[config.mk]
export PLATFORM = sky130hd
export DESIGN_NAME = timer_counter_dev
export DESIGN_NICKNAME = d
export VERILOG_FILES = /design/src/rtl/tc_pkg.sv /design/src/rtl/timer_counter_dev.sv
export SDC_FILE = /design/constraint.sdc
export NUM_CORES = 1
export LEC_CHECK = 0
export ABC_AREA = 1
export CORE_MARGIN = 2
export CORE_UTILIZATION = 54
export CTS_CLUSTER_SIZE = 25
export DETAILED_ROUTE_END_ITERATION = 10
export PLACE_DENSITY = 0.93
export SLEW_MARGIN = 10
export SYNTH_ARGS = -nofsm -noshare
export SYNTH_HDL_FRONTEND = slang
export SYNTH_SLANG_ARGS = --single-unit
export TNS_END_PERCENT = 30
[constraint.sdc]
create_clock -name clk -period 2.3 [get_ports clk]
set_clock_uncertainty 0.2 [all_clocks]
set_input_delay 0.23 -clock clk [delete_from_list [all_inputs] [get_ports clk]]
set_output_delay 0.23 -clock clk [all_outputs]
set_load 0.02 [all_outputs]
[src/rtl/tc_pkg.sv]
// Shared definitions for the timer/counter peripheral.
// Holds the register window offsets, CTRL bit positions, mode codes, the
// FSM state encoding and a byte-lane merge helper for bus writes.
package tc_pkg;

    // Word offsets inside the 3-word register window (bus addr[3:2])
    localparam logic [1:0] ADDR_CTRL   = 2'd0;
    localparam logic [1:0] ADDR_PRESET = 2'd1;
    localparam logic [1:0] ADDR_COUNT  = 2'd2;

    // CTRL bit positions
    localparam int CTRL_EN      = 0;
    localparam int CTRL_MODE_LO = 1;
    localparam int CTRL_MODE_HI = 2;
    localparam int CTRL_IM      = 3;

    // MODE codes; 2 and 3 fall back to one-shot behaviour
    localparam logic [1:0] MODE_ONESHOT = 2'd0;
    localparam logic [1:0] MODE_RELOAD  = 2'd1;

    typedef enum logic [1:0] {
        IDLE = 2'd0,
        LOAD = 2'd1,
        CNT  = 2'd2,
        INT  = 2'd3
    } tc_state_e;

    // Replace the byte lanes of old_val selected by byteen with new_val.
    function automatic logic [31:0] merge_bytes(input logic [31:0] old_val,
                                                input logic [31:0] new_val,
                                                input logic [3:0]  byteen);
        logic [31:0] r;
        r = old_val;
        for (int i = 0; i < 4; i++) begin
            if (byteen[i]) r[8*i +: 8] = new_val[8*i +: 8];
        end
        return r;
    endfunction

endpackage

[src/rtl/timer_counter_dev.sv]
// Memory-mapped down-counting timer with interrupt request.
// The CPU programs PRESET and CTRL through a 3-word window; the FSM loads
// COUNT from PRESET, counts down to zero and latches irq_flag. In one-shot
// mode EN is cleared and the flag stays set until the next CTRL write; in
// auto-reload mode the flag is a single-cycle pulse and the count restarts.
//
// Ports:
//   clk     system clock, all state changes on posedge
//   reset   asynchronous active-low reset
//   sel     device selected by the bus bridge this cycle
//   addr    word offset: 0 CTRL, 1 PRESET, 2 COUNT (read-only), 3 reserved
//   byteen  byte write enables; all-zero means a read
//   wdata   write data
//   rdata   combinational read data (0 when not selected)
//   irq     interrupt request = CTRL.IM & irq_flag
module timer_counter_dev
    import tc_pkg::*;
#(
    parameter int               CNT_W          = 32,
    parameter logic [CNT_W-1:0] RELOAD_DEFAULT = '0
) (
    input  logic        clk,
    input  logic        reset,
    input  logic        sel,
    input  logic [1:0]  addr,
    input  logic [3:0]  byteen,
    input  logic [31:0] wdata,
    output logic [31:0] rdata,
    output logic        irq
);

    localparam logic [CNT_W-1:0] ONE = CNT_W'(1);

    tc_state_e        state;
    logic             ctrl_en;
    logic [1:0]       ctrl_mode;
    logic             ctrl_im;
    logic [CNT_W-1:0] preset;
    logic [CNT_W-1:0] count;
    logic             irq_flag;

    logic             bus_wr;
    logic             ctrl_wr;
    logic             preset_wr;
    logic [31:0]      ctrl_word;
    logic [31:0]      preset_merged;

    assign bus_wr        = sel && (byteen != 4'b0000);
    assign ctrl_wr       = bus_wr && (addr == ADDR_CTRL);
    assign preset_wr     = bus_wr && (addr == ADDR_PRESET);
    assign ctrl_word     = {28'd0, ctrl_im, ctrl_mode, ctrl_en};
    assign preset_merged = merge_bytes(32'(preset), wdata, byteen);

    assign irq = ctrl_im & irq_flag;

    always_comb begin
        rdata = 32'd0;
        if (sel) begin
            case (addr)
                ADDR_CTRL:   rdata = ctrl_word;
                ADDR_PRESET: rdata = 32'(preset);
                ADDR_COUNT:  rdata = 32'(count);
                default:     rdata = 32'd0;
            endcase
        end
    end

    always_ff @(posedge clk or negedge reset) begin
        if (!reset) begin
            state     <= IDLE;
            ctrl_en   <= 1'b0;
            ctrl_mode <= MODE_ONESHOT;
            ctrl_im   <= 1'b0;
            preset    <= RELOAD_DEFAULT;
            count     <= '0;
            irq_flag  <= 1'b0;
        end else begin
            // Any CTRL write acknowledges the interrupt. Placed before the
            // FSM so that an expiry on the same edge still sets the flag.
            if (ctrl_wr) irq_flag <= 1'b0;

            case (state)
                IDLE: if (ctrl_en) state <= LOAD;
                LOAD: begin
                    count <= preset;
                    state <= CNT;
                end
                CNT: begin
                    if (!ctrl_en) begin
                        state <= IDLE;              // COUNT freezes
                    end else if (count > ONE) begin
                        count <= count - ONE;
                    end else begin
                        // count of 0 or 1 both expire, so PRESET=0 never wraps
                        count    <= '0;
                        irq_flag <= 1'b1;
                        state    <= INT;
                    end
                end
                INT: begin
                    if (ctrl_mode == MODE_RELOAD) begin
                        irq_flag <= 1'b0;
                        state    <= LOAD;
                    end else begin
                        ctrl_en <= 1'b0;
                        state   <= IDLE;
                    end
                end
                default: state <= IDLE;
            endcase

            // CPU write to the low CTRL byte overrides the FSM clearing EN.
            if (ctrl_wr && byteen[0]) begin
                ctrl_en   <= wdata[CTRL_EN];
                ctrl_mode <= wdata[CTRL_MODE_HI:CTRL_MODE_LO];
                ctrl_im   <= wdata[CTRL_IM];
            end

            // PRESET is only sampled at LOAD, so a mid-count write is deferred.
            if (preset_wr) preset <= preset_merged[CNT_W-1:0];
        end
    end

endmodule

After elaboration in Yosys (flattened, before gate mapping) --
Index checks and enable logic that the tools add are counted.
Word-level totals: word-level logic and storage cells 57, register bits after elaboration 71, output and inout port bits 33
Operators by class: add/sub/neg operators 1, equality and inequality tests 10, reduce and logical (&&, ||, !) cells 16, bitwise logic cells 1, multiplexer cells 18, order comparisons 1
Operators by type and width (number):
- $mux W32 | 3
- $pmux W32 S3 | 1
- $pmux W32 S2 | 1
- $gt A32 B1 Y1 const B | 1
- $sub A32 B1 Y32 const B | 1
- $reduce_and A2 Y1 | 7
- $mux W1 | 8
- $pmux W2 S4 | 1
- $eq A2 B1 Y1 const B | 3
- $eq A2 B2 Y1 const B | 3
- $mux W2 | 3
- $logic_and A1 B1 Y1 | 4
- $logic_not A2 Y1 | 2
- $ne A2 B2 Y1 const B | 2
- $reduce_bool A2 Y1 | 2
- $reduce_bool A4 Y1 | 1
- $ne A3 B3 Y1 const B | 1
- $ne A2 B1 Y1 const B | 1
- $pmux W1 S2 | 1
- $and A1 B1 Y1 | 1

Logic depth before layout (Yosys ltp) --
Gate-level depths: netlist of run 1.
depth after elaboration 7, depth in mapped cells 14

Worst setup path after synthesis of run 1 --
OpenSTA, ideal clock, no wires.
path type register to register, start point reg count[0], end point reg count[21], cell stages (with the launch flop) 13, clock period less this slack 1.857 ns, data required time 1.982 ns, data arrival time 1.540 ns, buffers on the path 1, setup time 0.118 ns, path slack 0.443 ns, cells stage by stage dfrtp_1 > inv_1 > ha_1 > inv_1 > nand2_1 > nand2_1 > nor2_1 > nand2_2 > nor2_4 > nor2_4 > buf_4 > a21oi_1 > nor2_1
Between the ends: cells in the longest elaborated chain, start to end 4, elaborated cells between the ends (all ways) 5, those cells by class add/sub: 1; order compare: 1; mux: 3
RTL lines:
- from (decl) | line timer_counter_dev.sv:39 | logic [CNT_W-1:0] count;
- from (signal assigned) | line timer_counter_dev.sv:85 | count <= preset;
- from (signal assigned) | line timer_counter_dev.sv:92 | count <= count - ONE;
- $sub A32 B1 Y32 or $gt A32 B1 Y1 (tied branches) | line timer_counter_dev.sv:92, timer_counter_dev.sv:91
- $mux W32 (*) | line timer_counter_dev.sv:91 | end else if (count > ONE) begin
- $mux W32 (*) | line timer_counter_dev.sv:89 | if (!ctrl_en) begin
- $pmux W32 S2 (*) | line timer_counter_dev.sv:82 | case (state)
Every way passes the cells marked *; elsewhere a longest branch is shown, timed or not. The select of a mux whose other input is x is not followed. A chain may end at the register's enable or synchronous reset.

Final worst setup path of run 1 --
start point reg count[0], end point reg count[13]
Same word-level chain as after synthesis.

==> flow_metrics.env, run 1 <==
export IMPL_postLayoutCellArea_um2=5740
export IMPL_syn_num_nets=698
export IMPL_cp_end_kind="flop"
export IMPL_cp_startpoint="count[0]"
export IMPL_fmax_mhz=447
export IMPL_power_mw=5.86
export IMPL_grt_start_max_net_pins=32
export IMPL_place_area_um2=5520
export IMPL_finalSetupViolations=0
export IMPL_first_global_vias=4488
export IMPL_postCtsSetupBuffers=0
export IMPL_cts_path_max_buffers=2
export IMPL_synth_compound_area_share_pct=10.6
export IMPL_num_antenna_cells=0
export IMPL_period_needed_ns=2.24
export IMPL_final_cell_mix="nand2_1 (240), dfrtp_1 (71), nor2_1 (70)"
export IMPL_hold_path_class="primary input to flop"
export IMPL_slew_headroom_pct=49.4
export IMPL_antenna_left=0
export IMPL_synth_seq_area_share_pct=39.1
export IMPL_nFillCells=666
export IMPL_synthSimpleGateAreaFrac_pct=33.6
export IMPL_grt_usage_pct=30.0
export IMPL_yosys_warnings=0
export IMPL_drt_iter0_markers=397
export IMPL_worst_slew_pin_slew_ns=0.759
export IMPL_final_nets=784
export IMPL_ioPinCount=74
export IMPL_core_area_um2=8180
export IMPL_ys_ff_latch=71
export IMPL_slowest_stage="o21ai_2"
export IMPL_die_w_um=95.8
export IMPL_ys_top_cells_by_area="dfrtp_1 (39%), nand2_1 (20%), nor2_1 (5.9%), inv_1 (5.2%), mux2_2 (4.7%)"
export IMPL_path_clk_slew_ns=0.08
export IMPL_arrival_ns=2.28
export IMPL_hold_violations=0
export IMPL_synthAdderAreaFrac_pct=0.551
export IMPL_critPathMaxFanout=8
export IMPL_required_ns=2.34
export IMPL_start_kind="flop"
export IMPL_ir_worst_vdd_mv=0.490
export IMPL_initial_core_util_pct=55.6
export IMPL_post_dp_hpwl_mm=9.43
export IMPL_post_drt_wl_per_cell_um=15.4
export IMPL_leakagePower_nw=2.76
export IMPL_die_area_um2=9170
export IMPL_drive_gt1_share_pct=11.8
export IMPL_cp_slowest_stage_delay_ns=0.43
export IMPL_synth_top_family_by_area="simple AND/OR/NAND/NOR gates"
export IMPL_htreeDepth=3
export IMPL_worst_path_dominant_cell_family="compound AO/OA/AOI/OAI gates"
export IMPL_finalMaxSlewViolations=0
export IMPL_routabilityCongestion=0.970
export IMPL_grt_pass1_wl_mm=20.9
export IMPL_drc=0
export IMPL_via_count=4718
export IMPL_cts_tree="done"
export IMPL_outcome="completed"
export IMPL_die_h_um=95.8
export IMPL_port_buffers=73
export IMPL_clkLatencyLatePin_ns=0.36
export IMPL_drt_total_wl_mm=13.1
export IMPL_cts_sinks=71
export IMPL_syn_area_per_cell_um2=6.94
export IMPL_worstSetupPathType="flop to flop"
export IMPL_rr_startpoint="count[0]"
export IMPL_power_density_nw_per_um2=1020
export IMPL_period_share_pct=97.3
export IMPL_synth_area_leader_cell="dfrtp_1"
export IMPL_worstPathCellList="inv_1 > ha_4 > inv_1 > nand2_1 > nand2_1 > nor2_1 > nand2_2 > o21ai_2 > o21ai_0 > nand2_1 > nand2_1"
export IMPL_area_growth_pct=26.2
export IMPL_synth_area_um2=4550
export IMPL_syn_inst=655
export IMPL_cts_buffers=9
export IMPL_vias_per_cell=5.54
export IMPL_firstDrtPassIters=6
export IMPL_hp_start="wdata[6]"
export IMPL_yosysTopAreaCellShare_pct=39.1
export IMPL_postLayoutCoreUtil_pct=70.2
export IMPL_row_count=33
export IMPL_synth_xor_area_share_pct=3.28
export IMPL_ys_types=32
export IMPL_synthMuxAreaShare_pct=5.20
export IMPL_gr_total_overflow=0
export IMPL_antenna_found_initial=0
export IMPL_cap_violations=0
export IMPL_mostFrequentLayoutCell="nand2_1"
export IMPL_worst_path_most_repeated_cell="nand2_1"
export IMPL_cts_root_buffer="clkbuf_8"
export IMPL_path_buf_inv=2
[flip-flops by register name, summed over array words and instances (netlist names)]
name and flops:
irq_flag 1, state 2, count 32, ctrl_mode 2, preset 32, ctrl_im 1
ctrl_en 1
[through the flow]
| step | TNS [ns] | hold slack, ns | worst slack (ns) | std cells |
|---|---|---|---|---|
| floorplan | 0 | -0.266 | 0.443 | 655 |
| global placement | -3.52 | 0.109 | -0.141 | 834 |
| detailed placement | -5.22 | 0.127 | -0.221 | 834 |
| CTS | 0 | 0.237 | 0.0390 | 851 |
| global route | -0.00393 | 0.244 | -0.00393 | 851 |
| finish | 0 | 0.240 | 0.0627 | 851 |
[report_power, final]
| part | total, mW | internal [mW] | switching, mW |
|---|---|---|---|
| combinational | 2.45 | 0.950 | 1.50 |
| sequential | 2.27 | 1.68 | 0.590 |
| clock | 1.14 | 0.670 | 0.474 |
| total | 5.86 | 3.29 | 2.57 |
[metal layers]
metal | vias up | part of all wire, % | track usage, %
met4 | 0 | 3.4 | 12.4
met5 | - | 0 | 0
met2 | 218 | 49 | 49.7
met1 | 2209 | 40 | 38.4
met3 | 51 | 7.7 | 6.11
li1 | 2240 | - | -
[path summary, 6_finish.rpt]
kind,to,slack [ns],cells after the start
min,preset[6],0.24,3
max,count[13],0.06,11
max reg2reg,count[13],0.06,11
min reg2reg,preset[28],0.33,1
min in group asynchronous,ctrl_im,0.27,2
max in group asynchronous,count[27],0.98,3
[synth_stat cells (all sizes together)]
cell    number
nand2      247
nor2        87
dfrtp       71
inv         66
a21oi       37
o21ai       32
nand3       22
mux2        21
clkbuf      14
xor2        11
a31oi        8
buf          8
o22ai        7
xnor2        6
nor3         5
nand4        4
a22oi        2
ha           2
o21bai       2
and2         1
and3         1
o221ai       1
[tightest hold or removal path, stage by stage]
cell,delay [ns]
clkdlybuf4s50_1,0.40
nand2_1,0.06
o21ai_0,0.06
[cell families (layout without fill, tap and decap cells)]
group           after synthesis  count (layout)
buf+inv                      88             179
flops                        71              71
simple gates                367             367
fa+ha+maj                     2               2
mux                          21              21
compound gates               89              89
xor+xnor                     17              17
[repair_timing]
item	in CTS	in global routing
pin swaps	0	0
resized for setup	33	4
setup endpoints to repair	32	33
hold buffers	1	0
endpoints found under the hold margin	29	0
[layout make-up]
| type | instances | area [um^2] | share of cell area, % |
|---|---|---|---|
| clock buffers | 13 | 159 | 2.77 |
| clock inverters | 3 | 65.1 | 1.13 |
| flip-flops and latches | 71 | 1780 | 31.0 |
| inverters | 66 | 248 | 4.32 |
| well taps | 105 | 131 | 2.29 |
| multi-input cells | 496 | 2430 | 42.4 |
| repair buffers | 97 | 923 | 16.1 |
No activity file was read; power rests on OpenSTA's default activity.
==> run 2: changes to the inputs <==
--- a/config.mk
+++ b/config.mk
@@ -8,6 +8,7 @@
 export ABC_AREA = 1
 export CORE_MARGIN = 2
 export CORE_UTILIZATION = 54
+export CTS_CLUSTER_DIAMETER = 150
 export CTS_CLUSTER_SIZE = 25
 export DETAILED_ROUTE_END_ITERATION = 10
 export PLACE_DENSITY = 0.93
==> results of run 2 <==
Final layout, timing and power as in run 1 (identical DEF).
